### config.mk
export PLATFORM = sky130hd
export DESIGN_NAME = sync_fifo_param
export DESIGN_NICKNAME = d
export VERILOG_FILES = /design/src/rtl/sync_fifo_pkg.sv /design/src/rtl/sync_fifo_ram.sv /design/src/rtl/sync_fifo_param.sv
export SDC_FILE = /design/constraint.sdc
export NUM_CORES = 1
export LEC_CHECK = 0
export CORE_ASPECT_RATIO = 1.5
export CORE_UTILIZATION = 39
export CTS_CLUSTER_DIAMETER = 50
export DETAILED_ROUTE_END_ITERATION = 16
export DONT_BUFFER_PORTS = 1
export HOLD_SLACK_MARGIN = 0.02
export PLACE_DENSITY = 0.51
export SLEW_MARGIN = 20
export SYNTH_ARGS = -nofsm -noshare
export SYNTH_HDL_FRONTEND = slang
export SYNTH_SLANG_ARGS = --single-unit
### constraint.sdc
create_clock -name clk -period 4.2 [get_ports clk]
set_input_delay 0.84 -clock clk [delete_from_list [all_inputs] [get_ports clk]]
set_output_delay 0.84 -clock clk [all_outputs]
set_load 0.005 [all_outputs]
### src/rtl/sync_fifo_pkg.sv
// Shared constants and helpers for the single-clock parametrised FIFO.
package sync_fifo_pkg;

    localparam int ERR_CNT_W = 16;

    function automatic bit is_pow2(input int v);
        return (v > 0) && ((v & (v - 1)) == 0);
    endfunction

endpackage

### src/rtl/sync_fifo_ram.sv
// DEPTH x DATA_WIDTH storage: one write port, one read port with a registered,
// enable-held output. No reset on either the array or the read register.
module sync_fifo_ram #(
    parameter int DATA_WIDTH = 8,
    parameter int DEPTH      = 16
) (
    input  logic                     clk,
    input  logic                     we,
    input  logic [$clog2(DEPTH)-1:0] waddr,
    input  logic [DATA_WIDTH-1:0]    wdata,
    input  logic                     re,
    input  logic [$clog2(DEPTH)-1:0] raddr,
    output logic [DATA_WIDTH-1:0]    rdata
);

    logic [DATA_WIDTH-1:0] mem [DEPTH];

    always_ff @(posedge clk) begin
        if (we) mem[waddr] <= wdata;
        if (re) rdata <= mem[raddr];
    end

endmodule

### src/rtl/sync_fifo_param.sv
// Single-clock FIFO with occupancy level, threshold flags and error pulses.
// Define SYNC_FIFO_ERR_CNT_EN to add saturating overflow/underflow counters.
module sync_fifo_param
    import sync_fifo_pkg::*;
#(
    parameter int DATA_WIDTH = 8,
    parameter int DEPTH      = 16,
    parameter int AF_LEVEL   = DEPTH - 4,
    parameter int AE_LEVEL   = 2
) (
    input  logic                     clk,
    input  logic                     rst,
    input  logic                     w_en,
    input  logic [DATA_WIDTH-1:0]    data_in,
    input  logic                     r_en,
    output logic [DATA_WIDTH-1:0]    data_out,
    output logic                     full,
    output logic                     empty,
    output logic                     almost_full,
    output logic                     almost_empty,
    output logic [$clog2(DEPTH):0]   level,
    output logic                     write_error,
    output logic                     read_error
`ifdef SYNC_FIFO_ERR_CNT_EN
    ,
    output logic [ERR_CNT_W-1:0]     ovf_cnt,
    output logic [ERR_CNT_W-1:0]     udf_cnt
`endif
);

    localparam int AW = $clog2(DEPTH);
    localparam logic [AW:0] DEPTH_L = (AW+1)'(DEPTH);
    localparam logic [AW:0] AF_L    = (AW+1)'(AF_LEVEL);
    localparam logic [AW:0] AE_L    = (AW+1)'(AE_LEVEL);

    if (!is_pow2(DEPTH) || DEPTH < 4) begin : g_bad_depth
        $fatal(1, "sync_fifo_param: DEPTH must be a power of two >= 4");
    end
    if (AF_LEVEL < 1 || AF_LEVEL > DEPTH) begin : g_bad_af
        $fatal(1, "sync_fifo_param: AF_LEVEL out of range");
    end
    if (AE_LEVEL < 0 || AE_LEVEL > DEPTH - 1) begin : g_bad_ae
        $fatal(1, "sync_fifo_param: AE_LEVEL out of range");
    end

    logic [AW-1:0]         wptr, rptr;
    logic [AW:0]           level_nxt;
    logic                  wr_ok, rd_ok;
    logic                  rd_seen;
    logic [DATA_WIDTH-1:0] ram_rdata;

    // Acceptance uses start-of-cycle flags; requests are dropped during reset.
    assign wr_ok = w_en & ~full  & ~rst;
    assign rd_ok = r_en & ~empty & ~rst;

    always_comb begin
        level_nxt = level;
        if (wr_ok && !rd_ok)      level_nxt = level + 1'b1;
        else if (!wr_ok && rd_ok) level_nxt = level - 1'b1;
    end

    sync_fifo_ram #(
        .DATA_WIDTH (DATA_WIDTH),
        .DEPTH      (DEPTH)
    ) u_ram (
        .clk   (clk),
        .we    (wr_ok),
        .waddr (wptr),
        .wdata (data_in),
        .re    (rd_ok),
        .raddr (rptr),
        .rdata (ram_rdata)
    );

    // The RAM read register has no reset, so output zero until the first read lands.
    assign data_out = rd_seen ? ram_rdata : '0;

    always_ff @(posedge clk) begin
        if (rst) begin
            wptr         <= '0;
            rptr         <= '0;
            level        <= '0;
            rd_seen      <= 1'b0;
            full         <= 1'b0;
            empty        <= 1'b1;
            almost_full  <= 1'b0;
            almost_empty <= 1'b1;
            write_error  <= 1'b0;
            read_error   <= 1'b0;
        end else begin
            if (wr_ok) wptr <= wptr + 1'b1;
            if (rd_ok) begin
                rptr    <= rptr + 1'b1;
                rd_seen <= 1'b1;
            end
            level        <= level_nxt;
            full         <= (level_nxt == DEPTH_L);
            empty        <= (level_nxt == '0);
            almost_full  <= (level_nxt >= AF_L);
            almost_empty <= (level_nxt <= AE_L);
            write_error  <= w_en & full;
            read_error   <= r_en & empty;
        end
    end

`ifdef SYNC_FIFO_ERR_CNT_EN
    always_ff @(posedge clk) begin
        if (rst) begin
            ovf_cnt <= '0;
            udf_cnt <= '0;
        end else begin
            if (w_en && full && ovf_cnt != '1)  ovf_cnt <= ovf_cnt + 1'b1;
            if (r_en && empty && udf_cnt != '1) udf_cnt <= udf_cnt + 1'b1;
        end
    end
`endif

endmodule

; Word level (Yosys, flattened, before mapping)
; Memories as Yosys holds them, arrays and structs flattened. A register that Yosys moved wholly into a read port is not among the register bits.
; Cells that the tools add are included.
[word_totals]
ff_bits = 20
ram_bits = 128
word_cells = 37
mem_count = 1
[memory_table]
columns = name, words, width, rd, rd_ports_with_merged_regs, wr, line_no
row1 = u_ram.mem, 16, 8, 1, 1, 1, sync_fifo_ram.sv:16  ; logic [DATA_WIDTH-1:0] mem [DEPTH];
[classes]
n_addsub = 4
order_cmp = 2
eq_ne = 1
mux = 5
n_bitwise = 9
reduce_logical = 5
[op_table]
columns = cell, n
row1 = 5-bit 2-to-1 mux, 2
row2 = "4-bit by 1-bit adder with 4-bit output, second input constant", 2
row3 = 8-bit 2-to-1 mux, 1
row4 = 1-bit bitwise AND, 6
row5 = "5-bit by 1-bit adder with 5-bit output, second input constant", 1
row6 = "5-bit equality test, second input constant", 1
row7 = "5-bit by 4-bit >= comparator with 1-bit output, second input constant", 1
row8 = "5-bit by 2-bit less-or-equal comparator with 1-bit output, second input constant", 1
row9 = 5-bit logical NOT, 1
row10 = "5-bit by 1-bit subtractor with 5-bit output, second input constant", 1
row11 = 1-bit inverter, 3
row12 = 1-bit logical AND, 2
row13 = 1-bit logical NOT, 2
row14 = 1-bit 2-to-1 mux, 2

; Longest topological paths before layout
; Gate-level depths: netlist (run 1).
[depth]
depth_word = 8
mapped_depth = 6
ltp_nobuf = 6

; Hierarchy
; Synthesis (run 1) repeated with hierarchy kept, for this count alone.
[hier_totals]
cells_unflattened = 342
hier_area_um2 = 6217.2
[modules_own_cells]
columns = module, instances, cells_each, area_per_inst_um2
row1 = sync_fifo_ram, 1, 229, 5227.5
row2 = sync_fifo_param, 1, 113, 989.7

; Worst setup path after synthesis (run 1)
; No wires, ideal clock.
[synth_timing]
path_type = in2reg
start = input rst
end = memory u_ram.mem[0][0] (enable)
setup_ps = 383
arrival_ps = 1971
t_required_ps = 3817
slack_ps = 1846
path_stages = 3
n_path_buf = 0
path_cell_list = nor3b_1 nand2_1 nor3_1
[synth_via]
elab_chain_cells = 4
[synth_rtl]
columns = item, line_no
row1 = start: declaration, sync_fifo_param.sv:12  ; input logic rst,
row2 = 1-bit inverter, sync_fifo_param.sv:53  ; assign wr_ok = w_en & ~full & ~rst;
row3 = 1-bit bitwise AND, sync_fifo_param.sv:53
row4 = 1-bit 2-to-1 mux, sync_fifo_ram.sv:19  ; if (we) mem[waddr] <= wdata;
row5 = 1-bit 2-to-1 mux (implied by the code), sync_fifo_ram.sv:19
row6 = end: declaration, sync_fifo_ram.sv:16
; No other way between the ends.

==> metrics.md, run 1 <==
| Metric | Value |
|---|---|
| Worst-Margin Slew | `1.01 ns` |
| Setup TNS | `0 ns` |
| Num CTS Buffers | `17` |
| CTS Sinks | `156` |
| First-pass GRT wire length | `20000 um` |
| Area grow syn2layout | `12.6%` |
| Post-Synthesis Cells | `332` |
| Routed Antenna Nets | `0` |
| Sw Pwr | `719 uW` |
| Vias in the first global route | `3081` |
| Critical Path RT | `4.35 ns` |
| CTS tree | `built` |
| RSZ-0062 raised after global routing | `false` |
| Synth cell types | `40` |
| Aggregate global-route resource usage | `17.5%` |
| Final RePlAce weighted congestion | `0.745` |
| Vias post-DR | `2979` |
| Fin Hold WS | `0.489 ns` |
| Mapped cell area | `6180 um2` |
| Antenna violations before repair | `0` |
| Ranking of synthesized cells by area | `edfxtp_1 (66%), mux4_2 (15%), dfxtp_1 (6.5%), nor2_1 (1.5%), ha_1 (1.4%)` |
| Final Max Slew Viols | `0` |
| Max cap viols | `0` |
| Largest net degree at the start of global routing | `31` |
| Period minus WS final | `2.42 ns` |
| DRC viols | `0` |
| Most frequent cells in the layout | `edfxtp_1 (136), mux4_2 (40), nor2_1 (24)` |
| Final clock skew | `0.00744 ns` |
| Iter 0 DRT Violations | `171` |
| Worst Setup Start Kind | `register` |
| Relative slew margins | `32.1%` |
| Die area | `16400 um2` |
| GR Overflow Total | `0` |
| Clock power share | `41.6%` |
| Drt wl/cell | `23.4 um` |
| Dpl cell area | `6400 um2` |
| Fin. Hold Viols | `0` |
| Fmax | `413 MHz` |
| Setup bufs post-CTS | `0` |
| CP Class | `register to register` |
| Reg2Reg Depth | `3` |
| 1st-pass router iterations | `4` |
| EDFF count, synth | `136` |
| # H-tree levels | `4` |
| Later-pin clock latency in the skew report | `0.41 ns` |
| Clock buffer depth | `2` |
| Clock transition at path regs | `0.06 ns` |
| Run status | `completed` |
| Synth Warn # | `0` |
| Syn Nets | `351` |
| Hold Crit Class | `input pin to register` |
| CORE AREA | `15600 um2` |
| Mapped Avg Cell Area | `18.6 um2` |
| Final setup violation count | `0` |
| Nets | `361` |
| Ports | `31` |
| Main synth FF type | `edfxtp_1` |
| Number of vias per cell | `5.34` |
| Pint | `2.72 mW` |
| Hold path depth | `1` |
| Sw Ratio | `20.9%` |
| Die height | `156 um` |
| Post-layout util | `44.8%` |
| Post_cts resized | `0` |
| Die X | `105 um` |
| Arrival time at the worst endpoint | `2.57 ns` |
| Design Power | `3.43 mW` |
| Sequential power share | `51.4%` |
| P per Cell Area | `493 nW/um2` |
| Share of cells above drive strength 1 | `22.5%` |
| Routed WL | `13100 um` |
| Yosys top cell by area | `edfxtp_1` |
| Critical Path Fanout Max | `19` |
| Worst VDD drop | `213 uV` |
| Share of the synthesized area in the top cell type | `66.0%` |
| Fillers | `1338` |
| Initial Util | `39.8%` |
| Antenna fix cells | `0` |
| #FFs+latches synth | `156` |
| Fin crit share | `57.6%` |
| Post-synth ARST share | `0%` |
| # rows | `56` |
| Number of port buffers | `0` |
| Hpwl dp | `8920 um` |
| Commonest non-fill, non-tap cell in the layout | `edfxtp_1` |
| Element type at the critical path end | `register` |
| Post-route cell area | `6970 um2` |
| Register area share after synthesis | `72.5%` |
| P_leak | `2.18 nW` |
| Comb pwr share | `6.9%` |
| Root Driver | `clkbuf_16` |
| Hold_buf cts | `0` |
-- metrics by stage --
step,std cells,setup WS (ns)
6_report,558,1.78
5_1_grt,558,1.62
4_1_cts,558,1.71
3_5_place_dp,526,1.37
3_3_place_gp,526,1.40
2_1_floorplan,332,1.85
-- Yosys cell counts, types with 2 or more instances --
| master | instances |
|---|---|
| a21oi_1 | 5 |
| a31o_1 | 2 |
| and2_1 | 8 |
| buf_1 | 2 |
| buf_2 | 2 |
| buf_6 | 3 |
| clkbuf_1 | 8 |
| dfxtp_1 | 20 |
| edfxtp_1 | 136 |
| ha_1 | 7 |
| inv_1 | 8 |
| mux4_2 | 40 |
| nand2_1 | 19 |
| nand2b_1 | 5 |
| nand3_1 | 2 |
| nand4_1 | 3 |
| nor2_1 | 25 |
| nor2b_1 | 2 |
| nor3_1 | 7 |
| o21ai_0 | 2 |
| or3_1 | 2 |
| xnor2_1 | 3 |
| xor2_1 | 4 |
-- worst max-delay path, stage by stage (launching register included) --
cell and delay (ns):
dfxtp_2 0.74, buf_4 0.39, mux4_2 0.56, mux4_2 0.46
-- registers in the layout, summed over array words and instances (netlist names) --
signal and flops:
u_ram.mem 128, u_ram.rdata 8, level 5, rptr 4
wptr 4, almost_empty 1, almost_full 1, empty 1
full 1, rd_seen 1, read_error 1, write_error 1
-- worst paths after layout --
kind / startpoint / to / slack (ns)
setup reg to reg: rptr[0] / u_ram.rdata[6] / 1.78
hold reg to reg: wptr[1] / wptr[1] / 0.52
hold / removal: rst / rptr[0] / 0.49
setup / recovery: rptr[0] / u_ram.rdata[6] / 1.78
-- kinds of logic (layout without fill, tap and decap cells) --
family	count (synthesis)	after routing	share of synthesized area, %
xor+xnor	7	7	0.992
simple gates	80	80	6.54
buf+inv	24	47	1.92
fa+ha+maj	7	7	1.42
flops	156	156	72.5
mux	41	41	14.8
compound gates	17	17	1.86
-- layout make-up --
type	instances	area, um2	share of cell area, %
Multi-Input combinational cell	152	1580	22.7
Clock buffer	20	437	6.27
Sequential cell	156	4490	64.4
Clock inverter	12	124	1.78
Timing Repair Buffer	7	52.6	0.754
Tap cell	203	254	3.65
Inverter	8	30.0	0.431
-- power by group through the flow --
| stage | logic, mW | clock network (mW) | registers [mW] |
|---|---|---|---|
| CTS | 0.244 | 1.46 | 1.77 |
| detailed placement | 0.244 | 0 | 1.80 |
| floorplan | 0.210 | 0 | 1.77 |
| finish | 0.238 | 1.43 | 1.77 |
| global placement | 0.241 | 0 | 1.80 |
| global route | 0.259 | 1.52 | 1.77 |
-- metal layers --
metal,up-vias,track usage [%],part of all wire (%)
li1,1333,-,-
met1,1559,21.0,39
met2,71,31.0,55
met3,16,3.58,4.4
met4,0,7.04,1.5
met5,-,0,0
Power figures use the tool's default switching activity.
==> inputs of run 2 (changes only) <==
Settings changed: ABC_AREA set to 1.
Clock period 4.2 ns to 2.3 ns, I/O delays scaled along.
==> run 2 against run 1 <==
Clock power up 86%. Count of clock-buffer cells in the layout is 3 lower. Global-route usage grew 2.5 points. Combinational power rose to 3.0 times the previous value. Routed wire length rose by 18%. Cell count grew 38%. Non-clock buffer count rose by 31. Via count is 40% higher. Synthesized cell count increased by 58%. Core utilization is 1.5 points higher. Largest power group unchanged. Highest routed layer unchanged.
==> metrics.md, run 2 <==
| Metric | Value |
|---|---|
| Run status | `completed` |
| Die X | `106 um` |
| CORE AREA | `15800 um2` |
| Clock buffer depth | `2` |
| Iter 0 DRT Violations | `191` |
| Worst reg2reg path endpoint | `u_ram.rdata[6]` |
| Vias post-DR | `4168` |
| Fin. Hold Viols | `0` |
| Routed WL | `15500 um` |
| Post-route cell area | `7300 um2` |
| Final setup violation count | `0` |
| Mapped Avg Cell Area | `12.0 um2` |
| Commonest non-fill, non-tap cell in the layout | `edfxtp_1` |
| P per Cell Area | `906 nW/um2` |
| Reg2Reg Depth | `6` |
| Biggest register | `u_ram.mem` |
| Fin crit share | `75.4%` |
| GR Overflow Total | `0` |
| Num CTS Buffers | `17` |
| Drt wl/cell | `20.1 um` |
| Worst Setup Start Kind | `register` |
| Number of port buffers | `0` |
| Synth cell count leaders | `edfxtp_1 (136), nor2_1 (88), o21ai_0 (73)` |
| Critical Path Fanout Max | `32` |
| Worst-Margin Slew | `0.555 ns` |
| Setup TNS | `0 ns` |
| Design Power | `6.61 mW` |
| Worst VDD drop | `438 uV` |
| Setup bufs post-CTS | `0` |
| Largest regs | `u_ram.mem (128), u_ram.rdata (8), level (5)` |
| First-pass GRT wire length | `24000 um` |
| Final RePlAce weighted congestion | `0.827` |
| Area grow syn2layout | `15.5%` |
| Share of cells above drive strength 1 | `14.4%` |
| Max cap viols | `0` |
| Largest net degree at the start of global routing | `49` |
| Register area share after synthesis | `71.0%` |
| Post-synth ARST share | `0%` |
| CTS Sinks | `156` |
| 1st-pass router iterations | `6` |
| Period minus WS final | `1.73 ns` |
| Relative slew margins | `63.0%` |
| Ranking of synthesized cells by area | `edfxtp_1 (65%), dfxtp_1 (6.3%), o21ai_0 (5.8%), nor2_1 (5.2%), o221ai_1 (3.3%)` |
| CP max stage delay | `0.34 ns` |
| DRC viols | `0` |
| Post_cts resized | `0` |
| P_leak | `2.59 nW` |
| CTS tree | `built` |
| # rows | `56` |
| Mapped cell area | `6310 um2` |
| Ports | `31` |
| Final clock skew | `0.00886 ns` |
| Antenna violations before repair | `0` |
| Initial Util | `40.1%` |
| Synth Warn # | `0` |
| Final Max Slew Viols | `0` |
| #FFs+latches synth | `156` |
| Main synth FF type | `edfxtp_1` |
| Dpl cell area | `6730 um2` |
| Max reg flops | `128` |
| Syn Nets | `545` |
| Hold Crit Class | `input pin to register` |
| # H-tree levels | `4` |
| Number of vias per cell | `5.41` |
| Synth cell types | `27` |
| CP Class | `register to register` |
| Routed Antenna Nets | `0` |
| Nets | `574` |
| Element type at the critical path end | `register` |
| Worst hold start | `rst` |
| Hold_buf cts | `0` |
| RSZ-0062 raised after global routing | `false` |
| Hold path depth | `1` |
| Most frequent cells in the layout | `edfxtp_1 (136), nor2_1 (88), o21ai_0 (73)` |
| Later-pin clock latency in the skew report | `0.42 ns` |
| Yosys top cell by area | `edfxtp_1` |
| Count leader, synth | `edfxtp_1` |
| CP Cell Sequence | `clkinv_1, buf_4, o21ai_0, o221ai_1, o211ai_1, nand2_1` |
| Arrival time at the worst endpoint | `1.87 ns` |
| Post-Synthesis Cells | `526` |
| Flop2flop setup slack | `0.57 ns` |
| Origin of the critical flop-to-flop path | `rptr[0]` |
| Fmax | `577 MHz` |
| Antenna fix cells | `0` |
| Die height | `158 um` |
| EDFF count, synth | `136` |
| Clock transition at path regs | `0.06 ns` |
| Share of the synthesized area in the top cell type | `64.7%` |
| Aggregate global-route resource usage | `20.0%` |
| Vias in the first global route | `4306` |
| Hold path endpoint | `wptr[2]` |
| Die area | `16700 um2` |
| Critical Path RT | `2.43 ns` |
| Crit path max-delay cell type | `dfxtp_2` |
| Root Driver | `clkbuf_16` |
| Hpwl dp | `10700 um` |
-- run 2: cell count changes after synthesis, moves of 12 or more --
cell	delta
clkbuf_1	+12
inv_1	+22
mux4_2	-40
nand2_1	+32
nand3_1	+24
nor2_1	+63
o21ai_0	+71
o221ai_1	+24
-- run 2: layout make-up --
type,count,area (um2)
fill,1441,8470
multi-input combinational,309,1580
tap,203,254
clock inverter,15,139
clock buffer,17,425
inverter,33,124
timing repair buffer,38,285
sequential,156,4490
-- run 2: critical path, delay by kind of cell (launching register included) --
family                 cells  cell delay, ns
buffers and inverters      2            0.38
flip-flops                 1            0.34
AO/OA/AOI/OAI              3            0.55
AND/OR/NAND/NOR            1            0.17
-- run 2: logic make-up (layout without fill, tap and decap cells) --
kind of cell | Yosys count | count (layout) | synth area share, %
AOI/OAI and AO/OA | 122 | 122 | 11.6
xor gates and xnor gates | 1 | 1 | 0.139
adders and majority gates | 7 | 7 | 1.39
buffers and inverters | 61 | 103 | 3.92
DFF | 156 | 156 | 71.0
and+or+nand+nor | 179 | 179 | 12.0
-- run 2: power by group --
part,leakage [nW],internal [mW],switching [mW]
Combinational,0.936,0.229,0.483
Clock,0.268,1.50,1.16
Sequential,1.39,3.17,0.0698
Total,2.59,4.90,1.71
-- run 2: how the worst max path moves through the flow --
| stage | start | slack [ns] | to |
|---|---|---|---|
| 6_report | rptr[0] | 0.57 | u_ram.rdata[6] |
| 5_1_grt | rptr[0] | 0.41 | u_ram.rdata[6] |
| 3_3_place_gp | rst | 0.46 | u_ram.mem[3][4] |
| 3_5_place_dp | rst | 0.44 | u_ram.mem[3][4] |
| 4_1_cts | rptr[0] | 0.54 | u_ram.rdata[5] |
| 2_1_floorplan | rst | 0.59 | u_ram.mem[10][0] |
-- run 2: through the flow --
step                std cells  setup slack, ns  hold slack, ns  util [%]
finish                    771            0.566          0.0989      46.3
global route              771            0.408          0.0785      46.3
CTS                       771            0.542          0.0891      46.3
detailed placement        739            0.443           0.502      42.7
global placement          739            0.455           0.514      42.7
floorplan                 526            0.591           0.471         -
-- run 2: per-layer routing --
metal | GRT usage (%) | vias to the layer above | part of all wire [%]
met5 | 0 | - | 0
met4 | 11.1 | 0 | 4.0
met3 | 5.06 | 30 | 4.7
met2 | 35.2 | 113 | 51
met1 | 22.1 | 2062 | 40
li1 | - | 1963 | -
==> inputs of run 3 (changes only) <==
Settings changed: PLACE_DENSITY 0.51 to 0.53.
Clock period 2.3 ns to 1.4 ns, I/O delays scaled along.
==> run 3 against run 2 <==
Routed wire length increased by 11%. The run now ends with setup timing left. Power increased by 76%. Clock power increased by 59%. Clock skew decreased by 0.0018 ns. Sequential cell count unchanged.
==> metrics.md, run 3 (synthesis results as in run 2) <==
| Metric | Value |
|---|---|
| Run status | `finished, violations left` |
| Failing checks | `setup timing` |
| Vias in the first global route | `4474` |
| Period minus WS final | `1.44 ns` |
| Hold Crit Class | `input pin to register` |
| Setup TNS | `-0.197 ns` |
| Worst Setup Start Kind | `register` |
| Worst-Margin Slew | `0.724 ns` |
| Arrival time at the worst endpoint | `1.60 ns` |
| First-pass GRT wire length | `25800 um` |
| CTS Sinks | `156` |
| # rows | `56` |
| Buf+Inv Stages, Crit Path | `2` |
| Commonest non-fill, non-tap cell in the layout | `edfxtp_1` |
| Antenna violations before repair | `0` |
| Iter 0 DRT Violations | `222` |
| Element type at the critical path end | `register` |
| Initial Util | `40.1%` |
| Root Driver | `clkbuf_16` |
| CORE AREA | `15800 um2` |
| Critical Path Fanout Max | `10` |
| Relative slew margins | `51.5%` |
| Routed WL | `17200 um` |
| Fin crit share | `103%` |
| Final clock skew | `0.00704 ns` |
| Most frequent cells in the layout | `edfxtp_1 (136), nor2_1 (62), buf_4 (59)` |
| Final setup violation count | `7` |
| Number of vias per cell | `5.40` |
| Fmax | `696 MHz` |
| CP Class | `register to register` |
| Worst VDD drop | `873 uV` |
| Fillers | `1348` |
| Largest net degree at the start of global routing | `27` |
| Clock buffer depth | `2` |
| P_leak | `2.96 nW` |
| Max cap viols | `0` |
| Fin Hold WS | `0.0493 ns` |
| 1st-pass router iterations | `4` |
| Die height | `158 um` |
| Drt wl/cell | `20.9 um` |
| Final RePlAce weighted congestion | `0.846` |
| Final Max Slew Viols | `0` |
| Post-Place Setup Slack | `-0.110 ns` |
| Final WS setup | `-0.0360 ns` |
| Number of port buffers | `0` |
| RSZ-0062 raised after global routing | `true` |
| # H-tree levels | `4` |
| Ports | `31` |
| Nets | `625` |
| Biggest register | `u_ram.mem` |
| Clock transition at path regs | `0.06 ns` |
| Max reg flops | `128` |
| Num CTS Buffers | `17` |
| Largest regs | `u_ram.mem (128), u_ram.rdata (8), level (5)` |
| Area grow syn2layout | `31.7%` |
| Share of cells above drive strength 1 | `34.9%` |
| Die X | `106 um` |
| DRC viols | `0` |
| Crit path max-delay cell type | `dfxtp_4` |
| GR Overflow Total | `0` |
| Fin. Hold Viols | `0` |
| Antenna fix cells | `0` |
| Post-layout util | `52.8%` |
| Later-pin clock latency in the skew report | `0.42 ns` |
| CTS tree | `built` |
| Critical Path RT | `1.57 ns` |
| CP max stage delay | `0.38 ns` |
| Routed Antenna Nets | `0` |
| CP Cell Sequence | `buf_12, buf_4, o21ai_1, o221ai_1, nand3_1, nand2_1` |
| P per Cell Area | `1400 nW/um2` |
| Top Family by Delay on Critical Path | `flip-flops` |
| Die area | `16700 um2` |
| Aggregate global-route resource usage | `21.7%` |
| Hpwl dp | `11300 um` |
| Vias post-DR | `4442` |
[run 3: tightest hold or removal path, stage by stage]
cell     delay (ns)
o21ai_0        0.05
o21ai_0        0.06
inv_1          0.04
[run 3: final cells by class]
type / count / area, um2 / area share, %
flip-flops and latches: 156 / 4500 / 54.1
well taps: 203 / 254 / 3.05
multi-input cells: 309 / 1960 / 23.5
inverters: 33 / 135 / 1.62
repair buffers: 89 / 922 / 11.1
clock inverters: 14 / 109 / 1.31
clock buffers: 18 / 439 / 5.28
[run 3: where the power goes]
part	internal, mW	total (mW)	leakage [nW]	switching, mW
clock network	2.34	4.22	0.273	1.87
registers	5.22	5.35	1.39	0.127
logic	0.879	2.04	1.30	1.16
total	8.44	11.6	2.96	3.16
[run 3: final timing paths]
| kind | from | end | slack [ns] | cells past startpoint |
|---|---|---|---|---|
| worst max-delay path | rptr[0] | u_ram.rdata[0] | -0.04 | 6 |
| worst min-delay path | rst | rptr[0] | 0.05 | 3 |
| worst max register to register | rptr[0] | u_ram.rdata[0] | -0.04 | 6 |
| worst min register to register | empty | read_error | 0.47 | 2 |
[run 3: metrics by stage]
stage	total power, mW	cell area (um2)	cells
global placement	6.87	7120	775
CTS	11.5	8010	820
finish	11.6	8320	822
global route	12.1	8320	822
floorplan	6.25	6350	526
detailed placement	6.89	7120	775
[run 3: metal layers]
layer / vias to the layer above / routed length (um) / global-route usage (%)
met1: 2201 / 6470 / 23.6
met4: 0 / 850 / 12.7
met3: 47 / 563 / 4.53
met2: 122 / 9300 / 39.1
li1: 2072 / - / -
met5: - / 0 / 0
[run 3: timing repair]
| item | CTS | global route |
|---|---|---|
| hold buffers | 10 | 0 |
| endpoints found under the hold margin | 135 | 0 |
| gates cloned | 3 | 0 |
| setup buffers | 0 | 2 |
| setup endpoints to repair | 58 | 143 |
| pin swaps | 17 | 21 |
| gates resized for setup | 71 | 96 |
